File: config.mk
export PLATFORM = sky130hd
export DESIGN_NAME = sub_div_ctrl
export DESIGN_NICKNAME = d
export VERILOG_FILES = /design/src/rtl/sub_div_pkg.sv /design/src/rtl/sub_div_ctrl_sub.sv /design/src/rtl/sub_div_ctrl.sv
export SDC_FILE = /design/constraint.sdc
export NUM_CORES = 1
export LEC_CHECK = 0
export ABC_AREA = 0
export CAP_MARGIN = 20
export CORE_UTILIZATION = 30
export CTS_BUF_LIST = sky130_fd_sc_hd__clkbuf_4 sky130_fd_sc_hd__clkbuf_8
export CTS_CLUSTER_DIAMETER = 100
export DETAILED_ROUTE_END_ITERATION = 8
export GPL_TIMING_DRIVEN = 0
export HOLD_SLACK_MARGIN = 0.03
export SETUP_SLACK_MARGIN = 0.02
export SLEW_MARGIN = 5
export SYNTH_ARGS = -nofsm -noshare
export SYNTH_HDL_FRONTEND = slang
export SYNTH_HIERARCHICAL = 1
export SYNTH_SLANG_ARGS = --single-unit
File: constraint.sdc
create_clock -name clk -period 6.08 [get_ports clk]
set_clock_uncertainty 0.2 [all_clocks]
set_input_delay 0.608 -clock clk [delete_from_list [all_inputs] [get_ports clk]]
set_output_delay 0.608 -clock clk [all_outputs]
set_load 0.01 [all_outputs]
File: src/rtl/sub_div_pkg.sv
// Shared definitions for the sequential restoring divider.
//   Width   : operand width of the dividend, divisor, quotient and remainder
//   state_e : controller state encoding (IDLE=0, CALC=1, DONE=2)
package sub_div_pkg;

  localparam int unsigned Width = 4;

  typedef enum logic [1:0] {
    StIdle = 2'd0,
    StCalc = 2'd1,
    StDone = 2'd2
  } state_e;

endpackage

File: src/rtl/sub_div_ctrl_sub.sv
// 4-bit ripple-borrow subtractor: d = a - b - bin.
// Ports:
//   a, b : minuend and subtrahend
//   bin  : borrow in
//   d    : difference
//   bout : borrow out (high when a < b + bin)
module sub_div_ctrl_sub
  import sub_div_pkg::*;
(
  input  logic [Width-1:0] a,
  input  logic [Width-1:0] b,
  input  logic             bin,
  output logic [Width-1:0] d,
  output logic             bout
);

  logic borrow;

  always_comb begin
    d      = '0;
    borrow = bin;
    for (int i = 0; i < Width; i++) begin
      d[i]   = a[i] ^ b[i] ^ borrow;
      borrow = (~a[i] & b[i]) | (~(a[i] ^ b[i]) & borrow);
    end
    bout = borrow;
  end

endmodule

File: src/rtl/sub_div_ctrl.sv
// Sequential 4-bit unsigned restoring divider controller.
// Produces one quotient bit per CALC cycle, MSB first, through a single subtractor.
// Ports:
//   clk   : clock, rising edge
//   rst_n : asynchronous active-low reset
//   start : begin a division (sampled in IDLE only)
//   A, B  : dividend and divisor, sampled with start
//   busy  : high whenever not IDLE
//   done  : one-cycle pulse, results valid
//   Q, R  : registered quotient and remainder
//   dz    : registered divide-by-zero flag
module sub_div_ctrl
  import sub_div_pkg::*;
(
  input  logic             clk,
  input  logic             rst_n,
  input  logic             start,
  input  logic [Width-1:0] A,
  input  logic [Width-1:0] B,
  output logic             busy,
  output logic             done,
  output logic [Width-1:0] Q,
  output logic [Width-1:0] R,
  output logic             dz
);

  state_e state_q, state_d;

  logic [Width-1:0] dvd_q, dvd_d;  // dividend shift register
  logic [Width-1:0] dvs_q, dvs_d;  // divisor
  logic [Width-1:0] rem_q, rem_d;  // partial remainder
  logic [Width-1:0] quo_q, quo_d;  // quotient being assembled
  logic [1:0]       cnt_q, cnt_d;
  logic [Width-1:0] q_q, q_d;
  logic [Width-1:0] r_q, r_d;
  logic             dz_q, dz_d;

  logic [Width-1:0] p;
  logic [Width-1:0] diff;
  logic             bout;
  logic             take;
  logic [Width-1:0] rem_next;

  // The partial remainder never exceeds 7 before a shift, so 4 bits suffice.
  assign p = {rem_q[Width-2:0], dvd_q[Width-1]};

  sub_div_ctrl_sub u_sub (
    .a    (p),
    .b    (dvs_q),
    .bin  (1'b0),
    .d    (diff),
    .bout (bout)
  );

  assign take     = ~bout;
  assign rem_next = take ? diff : p;

  // State register
  always_ff @(posedge clk or negedge rst_n) begin
    if (!rst_n) begin
      state_q <= StIdle;
    end else begin
      state_q <= state_d;
    end
  end

  // Datapath registers
  always_ff @(posedge clk or negedge rst_n) begin
    if (!rst_n) begin
      dvd_q <= '0;
      dvs_q <= '0;
      rem_q <= '0;
      quo_q <= '0;
      cnt_q <= '0;
      q_q   <= '0;
      r_q   <= '0;
      dz_q  <= 1'b0;
    end else begin
      dvd_q <= dvd_d;
      dvs_q <= dvs_d;
      rem_q <= rem_d;
      quo_q <= quo_d;
      cnt_q <= cnt_d;
      q_q   <= q_d;
      r_q   <= r_d;
      dz_q  <= dz_d;
    end
  end

  // Next-state logic
  always_comb begin
    state_d = state_q;
    case (state_q)
      StIdle: begin
        if (start) begin
          state_d = (B == '0) ? StDone : StCalc;
        end
      end
      StCalc: begin
        if (cnt_q == 2'd0) begin
          state_d = StDone;
        end
      end
      StDone:  state_d = StIdle;
      default: state_d = StIdle;
    endcase
  end

  // Datapath next-state
  always_comb begin
    dvd_d = dvd_q;
    dvs_d = dvs_q;
    rem_d = rem_q;
    quo_d = quo_q;
    cnt_d = cnt_q;
    q_d   = q_q;
    r_d   = r_q;
    dz_d  = dz_q;
    case (state_q)
      StIdle: begin
        if (start) begin
          dvd_d = A;
          dvs_d = B;
          rem_d = '0;
          quo_d = '0;
          cnt_d = 2'd3;
          if (B == '0) begin
            // Divide-by-zero bypasses CALC; results are loaded immediately.
            q_d  = '1;
            r_d  = A;
            dz_d = 1'b1;
          end else begin
            dz_d = 1'b0;
          end
        end
      end
      StCalc: begin
        rem_d = rem_next;
        quo_d = {quo_q[Width-2:0], take};
        dvd_d = {dvd_q[Width-2:0], 1'b0};
        cnt_d = cnt_q - 2'd1;
        if (cnt_q == 2'd0) begin
          q_d = {quo_q[Width-2:0], take};
          r_d = rem_next;
        end
      end
      default: ;
    endcase
  end

  // Outputs
  always_comb begin
    busy = (state_q != StIdle);
    done = (state_q == StDone);
    Q    = q_q;
    R    = r_q;
    dz   = dz_q;
  end

endmodule

After elaboration in Yosys (flattened, before gate mapping):

Index checks and enable logic that the tools add are counted.

* register bits: 27
* latch bits: 0
* RAM bits: 0
* memory bits (read-only): 0
* output and inout port bits: 11
* word-level logic and storage cells: 70
* memories kept: 0

* $add $sub $neg: 1
* multiply operators: 0
* div/mod/pow operators: 0
* $lt $le $gt $ge: 0
* equal/unequal tests: 5
* shift operators: 0
* multiplexer cells: 21
* bitwise gates (word level): 25
* reduce and logical (&&, ||, !) cells: 9

Operators by type and width (count)
* 2-to-1 mux 4 bit: 8
* case mux 4 bit (2 select lines): 3
* case mux 3 bit (2 select lines): 2
* 2-to-1 mux 2 bit: 4
* inverter 1 bit: 8
* case mux 2 bit (2 select lines): 2
* bitwise AND 1 bit: 7
* bitwise XOR 1 bit: 7
* inequality test 2 bit, second input constant: 3
* AND reduction 2 bit: 3
* zero test 2 bit: 2
* zero test 4 bit: 1
* AND reduction 4 bit: 1
* nonzero test 2 bit: 2
* 2-to-1 mux 3 bit: 1
* bitwise OR 1 bit: 3
* equality test 2 x 1 -> 1 bit, second input constant: 1
* equality test 2 bit, second input constant: 1
* subtractor 2 x 1 -> 2 bit, second input constant: 1
* 2-to-1 mux 1 bit: 1

Depth between registers and ports, before layout:

Gate-level depths: netlist (run 1).

* depth after elaboration: 11
* depth in mapped cells: 11

By module:

Netlist (run 1), hierarchy kept.

Modules (own cells, without submodules)
* sub_div_ctrl: times used 1, cells an instance 109, area each 1255.0 um^2
* sub_div_ctrl_sub: times used 1, cells an instance 14, area each 117.6 um^2

Worst setup path before layout (run 1):

OpenSTA, ideal clock, no wires.

* path type: flip-flop to flip-flop
* start point: register dvs_q[0]
* end point: register r_q[3] (netlist: R[3])
* data arrival time: 2544 ps
* data required time: 5755 ps
* setup slack: 3211 ps
* cell stages (with the launch flop): 11
* buffers on the path: 0
* cells stage by stage: dfrtp_1 inv_1 fa_1 inv_1 fa_1 fa_1 inv_1 fa_1 mux2_2 mux2_2 mux2_4

RTL lines
* start, declared: RTL line sub_div_ctrl.sv:30 `logic [Width-1:0] dvs_q, dvs_d;`
* start signal, assigned: RTL line sub_div_ctrl.sv:80 `dvs_q <= dvs_d;`
* bitwise AND 1 bit (2 in a row): RTL line sub_div_ctrl_sub.sv:24 `borrow = (~a[i] & b[i]) | (~(a[i] ^ b[i]) & borrow);`
* bitwise OR 1 bit: RTL line sub_div_ctrl_sub.sv:24
* bitwise AND 1 bit: RTL line sub_div_ctrl_sub.sv:24
* bitwise OR 1 bit: RTL line sub_div_ctrl_sub.sv:24
* bitwise XOR 1 bit: RTL line sub_div_ctrl_sub.sv:23 `d[i] = a[i] ^ b[i] ^ borrow;`
* via diff[3]: RTL line sub_div_ctrl.sv:39 `logic [Width-1:0] diff;`
* 2-to-1 mux 4 bit: RTL line sub_div_ctrl.sv:56 `assign rem_next = take ? diff : p;`
* 2-to-1 mux 4 bit: RTL line sub_div_ctrl.sv:142 `if (cnt_q == 2'd0) begin`
* case mux 4 bit (2 select lines): RTL line sub_div_ctrl.sv:119 `case (state_q)`
* end signal, assigned: RTL line sub_div_ctrl.sv:85 `r_q <= r_d;`
* end, declared: RTL line sub_div_ctrl.sv:35 `logic [Width-1:0] r_q, r_d;`

The timed path passes the listed nets, and every way through them passes these cells. The select of a mux whose other input is x is not followed.
A chain may end at the register's enable or synchronous reset.

Worst setup path after layout (run 1):

* start point: register dvd_q[3]
* end point: register r_q[3] (netlist: R[3])

* cells in the longest elaborated chain, start to end: 11

Ends and longest elaborated chain
* start, declared: RTL line sub_div_ctrl.sv:29 `logic [Width-1:0] dvd_q, dvd_d;`
* start signal, assigned: RTL line sub_div_ctrl.sv:79 `dvd_q <= dvd_d;`
* inverter 1 bit: RTL line sub_div_ctrl_sub.sv:24
* bitwise AND 1 bit (2 in a row): RTL line sub_div_ctrl_sub.sv:24
* bitwise OR 1 bit: RTL line sub_div_ctrl_sub.sv:24
* bitwise AND 1 bit: RTL line sub_div_ctrl_sub.sv:24
* bitwise OR 1 bit: RTL line sub_div_ctrl_sub.sv:24
* bitwise AND 1 bit: RTL line sub_div_ctrl_sub.sv:24
* bitwise OR 1 bit: RTL line sub_div_ctrl_sub.sv:24
* via bout: RTL line sub_div_ctrl.sv:40 `logic bout;`
* 2-to-1 mux 4 bit: RTL line sub_div_ctrl.sv:56
* 2-to-1 mux 4 bit: RTL line sub_div_ctrl.sv:142
* case mux 4 bit (2 select lines): RTL line sub_div_ctrl.sv:119

The timed path passes the listed nets, and every way through them passes these cells. The select of a mux whose other input is x is not followed.

==> flow_summary_export.csv, run 1 <==
group,metric,value,unit
sta,grt_setup_unrepaired,"false",
pwr,p_clk_share,12.1,%
pwr,seq_power_share,35.3,%
sta,tightestPinTransition,0.665,ns
pwr,powerDensity,508,mW/mm^2
setup_path,cp.required,6.04,ns
synthesis,netlist_area,0.00137,mm^2
floorplan,die_w,69.6,um
floorplan,rows,24,
synthesis,ys_ff_latch,27,
synthesis,synth_top_area_share,49.2,%
floorplan,initial_core_util,31.3,%
detailed_routing,route.detailed.drc,0,
cts,insertion_delay,0.27,ns
cts,clk_pin_slew_worst_paths,0.09,ns
sta,fin_tns_setup,0,ns
setup_path,crit_start,"dvd_q[3]$_DFFE_PN0P_",
setup_path,r2r_start,"dvd_q[3]$_DFFE_PN0P_",
setup_path,critPathLaunchType,"register",
placement,place_congestion,0.746,
synthesis,yosysTopAreaCell,"dfrtp_1",
pwr,power.switching,0.318,mW
detailed_routing,first_iter_violations,46,
sta,period_share,50.2,%
synthesis,synth_fp_nets,139,
synthesis,yosysMostFrequentCell,"dfrtp_1",
cts,ctsResizeCount,0,
setup_path,crit_fanout,6,
placement,port_buffers,21,
cts,clock_path_buffers,2,
synthesis,synth_flop_cell,"dfrtp_1",
global_route,grt_antenna_before_repair,0,
detailed_routing,first_pass_iters,4,
final_layout,ff_latch_area,676,um^2
sta,max_freq,328,MHz
sta,hold_violations,0,
sta,slew_viol_final,0,
synthesis,syn_inst,123,
pwr,p_int,0.558,mW
placement,dpl.hpwl,1.93,mm
synthesis,synth-edff-count,0,
worst_hold_path,min_from,"dvd_q[2]$_DFFE_PN0P_",
global_route,grt_max_degree,17,
synthesis,yosysSeqAreaShare,49.2,%
sta,slew-limit-headroom,55.5,%
sta,setup_viol,0,
pwr,pwr-share-comb,52.6,%
detailed_routing,detail_route.wl_per_cell,12.6,um
synthesis,synth.distinct_cells,27,
final_layout,drive_above_1_share,15.4,%
detailed_routing,ant_nets,0,
cts,htree_levels,1,
setup_path,critPathCaptureType,"register",
global_route,grt_usage,11.8,%
sta,holdWs,0.286,ns
synthesis,syn_area_per_cell,11.2,um^2
final_layout,area_growth,25.6,%
cts,clkSinkCount,27,
cts,postCtsSetupRepairBufs,0,
flow_run,maxCapViolCount,0,
final_layout,final_area,0.00172,mm^2
final_layout,nFillCells,450,
global_route,grt_pass1_vias,950,
floorplan,dieArea,0.00485,mm^2
final_layout,num_antenna_cells,0,
cts,cts_tree,"done",
synthesis,ys_top_cells_by_count,"dfrtp_1, inv_1, mux2i_1",
pwr,peakVddDrop,0.243,mV
floorplan,pin_count,22,
global_route,grt_pass1_wl,4.51,mm
sta,layout_min_cycle_time,3.05,ns
setup_path,arrival,3.02,ns
final_layout,nets,166,
cts,holdBufCountCts,0,
pwr,p_leak,0.792,nW
final_layout,multiInputGateArea,587,um^2
synthesis,async_flop_share,100,%
floorplan,die_h,69.6,um
pwr,power,0.876,mW
worst_hold_path,hp-class,"register to register",
setup_path,path_class,"register to register",
global_route,grt_overflow_total,0,
pwr,switching_share,36.3,%
cts,cts_root_buffer,"clkbuf_8",
placement,placed_cell_area,0.00168,mm^2
detailed_routing,wl,2.53,mm
run_status,status,"finished, final reports clean",
floorplan,core-area,0.00438,mm^2
synthesis,yosys-top-cells-area,"dfrtp_1, mux2_2, mux2i_1",
synthesis,yosys_warnings,6,
detailed_routing,avgViaCountPerCell,4.54,
detailed_routing,vias,912,
cts,cts_buffers,3,
-- through the flow --
step	util, %	worst slack, ns	instances
floorplan	-	3.21	123
global placement	37.6	3.06	196
detailed placement	38.2	3.03	197
CTS	39.3	3.01	201
global route	39.3	2.87	201
finish	39.3	3.03	201
-- critical path, stage by stage, from the launching register on --
cell and delay (ns):
dfrtp_1 0.42, fa_1 0.42, inv_1 0.07, fa_1 0.18, fa_1 0.17, inv_1 0.05, fa_1 0.35, inv_1 0.20
mux2_2 0.36, mux2_2 0.27, mux2_4 0.25
-- placed cells by master (no fill, tap or decap), drive strengths merged --
cell type,synthesis,layout
nor2b,4,4
nand3,1,1
or2,1,1
mux2,11,11
nand2b,1,1
clkdlybuf4s50,0,21
fa,4,4
dfrtp,27,27
o21bai,1,1
inv,19,19
o21ai,7,7
o21a,1,1
or4,1,1
ha,1,1
and2,4,4
mux2i,10,10
nand2,8,8
a211oi,1,1
a21oi,2,2
conb,1,1
clkbuf,3,7
nor2,4,4
a31oi,3,3
buf,3,4
a22o,5,5
-- worst paths after layout --
kind                                             end  slack (ns)  depth (start not counted)
worst min-delay path            dvd_q[2]$_DFFE_PN0P_        0.29                          2
worst min register to register  dvd_q[2]$_DFFE_PN0P_        0.29                          2
worst max-delay path                R[3]$_DFFE_PN0P_        3.03                         10
max in group asynchronous       quo_q[0]$_DFFE_PN0P_        4.64                          2
min in group asynchronous       dvs_q[1]$_DFFE_PN0P_        0.54                          1
worst max register to register      R[3]$_DFFE_PN0P_        3.03                         10
-- power groups by stage --
stage	combinational, mW	clock [mW]	sequential [mW]
3_5_place_dp	0.467	0	0.315
5_1_grt	0.520	0.119	0.322
4_1_cts	0.466	0.110	0.311
3_3_place_gp	0.453	0	0.311
6_report	0.461	0.106	0.309
2_1_floorplan	0.309	0	0.318
-- per-layer routing --
| layer | track usage [%] | vias to the layer above | part of all wire [%] |
|---|---|---|---|
| met5 | 0 | - | 0 |
| met2 | 18.2 | 16 | 44 |
| met3 | 3.78 | 4 | 4.3 |
| met4 | 2.67 | 0 | 0.79 |
| met1 | 16.2 | 438 | 51 |
| li1 | - | 454 | - |
-- final cells by class --
class                   instances  area share [%]
clock buffers                   4            2.83
inverters                      19            4.14
multi-input cells              71            34.0
flip-flops and latches         27            39.2
well taps                      52            3.77
plain buffers                   6            2.25
repair buffers                 22            13.8
-- sequential cells by signal (all words and copies together) (netlist names) --
signal / flops
cnt_q: 2
dvs_q: 4
dz: 1
rem_q: 3
Q: 4
quo_q: 3
state_q: 2
R: 4
dvd_q: 4
-- cells by family after synthesis --
| group | synth area share (%) |
|---|---|
| compound gates | 9.85 |
| fa+ha+maj | 6.75 |
| buf+inv | 8.02 |
| flops | 49.2 |
| mux | 16.9 |
| other cells | 0.273 |
| simple gates | 9.02 |
Power figures use the tool's default switching activity.
==> inputs of run 2 (changes only) <==
==> constraint.sdc (replaced) <==
create_clock -name clk -period 2.8 [get_ports clk]
set_clock_uncertainty 0.2 [all_clocks]
set_input_delay 0.28 -clock clk [delete_from_list [all_inputs] [get_ports clk]]
set_output_delay 0.28 -clock clk [all_outputs]
set_load 0.01 [all_outputs]
==> flow_summary_export.csv, run 2 (synthesized netlist as in run 1, its figures left out) <==
group,metric,value,unit
run_status,status,"finished with violations",
run_status,violations,"negative setup slack",
setup_path,arrival,2.90,ns
detailed_routing,avgViaCountPerCell,4.66,
final_layout,nets,168,
setup_path,cp.required,2.77,ns
placement,port_buffers,21,
global_route,met2_usage,20.6,%
detailed_routing,route.detailed.drc,0,
sta,slew_viol_final,0,
sta,setup_viol,1,
placement,place_congestion,0.748,
cts,clk_pin_slew_worst_paths,0.10,ns
setup_path,path_buf_inv,3,
detailed_routing,wl,2.75,mm
sta,fin_tns_setup,-0.132,ns
sta,worst_slack,-0.132,ns
worst_hold_path,hp-class,"input port to asynchronous set/reset pin",
sta,grt_setup_unrepaired,"true",
flow_run,maxCapViolCount,0,
final_layout,drive_above_1_share,21.2,%
pwr,p_leak,0.796,nW
detailed_routing,ant_nets,0,
detailed_routing,first_pass_iters,4,
detailed_routing,detail_route.wl_per_cell,13.5,um
sta,layout_min_cycle_time,2.93,ns
cts,clock_path_buffers,2,
final_layout,ff_latch_area,676,um^2
detailed_routing,vias,946,
final_layout,multiInputGateArea,598,um^2
final_layout,final_cells,203,
cts,cts_tree,"done",
floorplan,rows,24,
global_route,gr-max-usage-layer,"met2",
global_route,grt_pass1_vias,977,
floorplan,initial_core_util,31.3,%
floorplan,core-area,0.00438,mm^2
global_route,grt_usage,12.7,%
global_route,grt_antenna_before_repair,0,
floorplan,die_h,69.6,um
setup_path,slowest_stage,"fa_2",
cts,clkSinkCount,27,
global_route,grt_pass1_wl,4.89,mm
final_layout,final_area,0.00174,mm^2
cts,cts_buffers,3,
placement,place_ws,-0.181,ns
pwr,powerDensity,1140,mW/mm^2
sta,max_freq,341,MHz
setup_path,critPathLaunchType,"register",
final_layout,nFillCells,434,
floorplan,pin_count,22,
global_route,grtUsageMet1,17.2,%
placement,placed_cells_incl_taps,197,
sta,hold_violations,0,
global_route,gr-usage-met3,1.31,%
detailed_routing,first_iter_violations,23,
setup_path,critPathMaxStageDelay,0.41,ns
cts,holdBufCountCts,0,
final_layout,num_antenna_cells,0,
setup_path,path_class,"register to register",
floorplan,dieArea,0.00485,mm^2
cts,insertion_delay,0.27,ns
final_layout,final_cell_mix,"dfrtp_1, clkdlybuf4s50_1, inv_1, mux2i_1",
pwr,peakVddDrop,0.314,mV
setup_path,crit_chain,"inv_2, fa_1, inv_2, fa_2, fa_2, inv_2, fa_2, mux2_2, mux2_2, mux2_4",
placement,placed_cell_area,0.00167,mm^2
global_route,grt_max_degree,21,
cts,htree_levels,1,
final_layout,area_growth,26.9,%
final_layout,layout_commonest_cell,"dfrtp_1",
cts,cts_root_buffer,"clkbuf_8",
setup_path,cpLargestDelayFamily,"adder cells",
sta,period_share,105,%
global_route,grt_overflow_total,0,
setup_path,crit_fanout,2,
setup_path,reg2reg_setup_slack,-0.13,ns
placement,dpl.hpwl,2.09,mm
setup_path,critPathCaptureType,"register",
floorplan,die_w,69.6,um
## run 2: cell types whose count changed in the layout (fill, tap and decap cells not counted), sizes merged
cell | before | now
buf | 4 | 6
clkbuf | 7 | 6
clkinv | 0 | 1
## run 2: what timing repair did
action | in CTS | in global routing
endpoints found under the hold margin | 0 | 0
gates resized for setup | 5 | 1
endpoints found under the setup margin | 2 | 7
buffers inserted | 2 | 0
gates cloned | 0 | 0
## run 2: where the power goes
group	internal (mW)	total [mW]	switching [mW]
combinational	0.587	1.09	0.501
sequential	0.567	0.677	0.110
clock	0.0999	0.227	0.127
## run 2: layout make-up
class	count	share of cell area (%)
sequential	27	38.8
inverter	19	4.24
clock inverter	1	0.287
multi-input combinational	71	34.3
clock buffer	3	2.37
timing repair buffer	24	14.0
buffer	6	2.23
tap	52	3.74
## run 2: metal layers
layer  routed length, um  vias to the layer above
met2                1340                       13
met3                  44                        4
li1                    -                      455
met4                  40                        0
met1                1320                      474
met5                   0                        -
## run 2: metrics by stage
stage	util, %	power (mW)	hold WS, ns
2_1_floorplan	-	1.37	-0.216
3_3_place_gp	37.8	1.68	0.256
3_5_place_dp	38.1	1.73	0.271
4_1_cts	39.7	2.02	0.114
5_1_grt	39.7	2.17	0.126
6_report	39.7	1.99	0.107
## run 2: final timing paths
| path | start | endpoint | cells past startpoint |
|---|---|---|---|
| max | dvs_q[0]$_DFFE_PN0P_ | R[3]$_DFFE_PN0P_ | 10 |
| min reg2reg | dvd_q[2]$_DFFE_PN0P_ | dvd_q[2]$_DFFE_PN0P_ | 2 |
| min in group clk | dvd_q[2]$_DFFE_PN0P_ | dvd_q[2]$_DFFE_PN0P_ | 2 |
| max reg2reg | dvs_q[0]$_DFFE_PN0P_ | R[3]$_DFFE_PN0P_ | 10 |
| max in group asynchronous | rst_n | quo_q[0]$_DFFE_PN0P_ | 2 |
| min | rst_n | rem_q[0]$_DFFE_PN0P_ | 1 |
## run 2: worst reg2reg max path, cell delays in order (launching register included)
cell	delay [ns]
dfrtp_1	0.40
inv_2	0.06
fa_1	0.17
inv_2	0.04
fa_2	0.34
fa_2	0.35
inv_2	0.06
fa_2	0.41
mux2_2	0.26
mux2_2	0.26
mux2_4	0.26
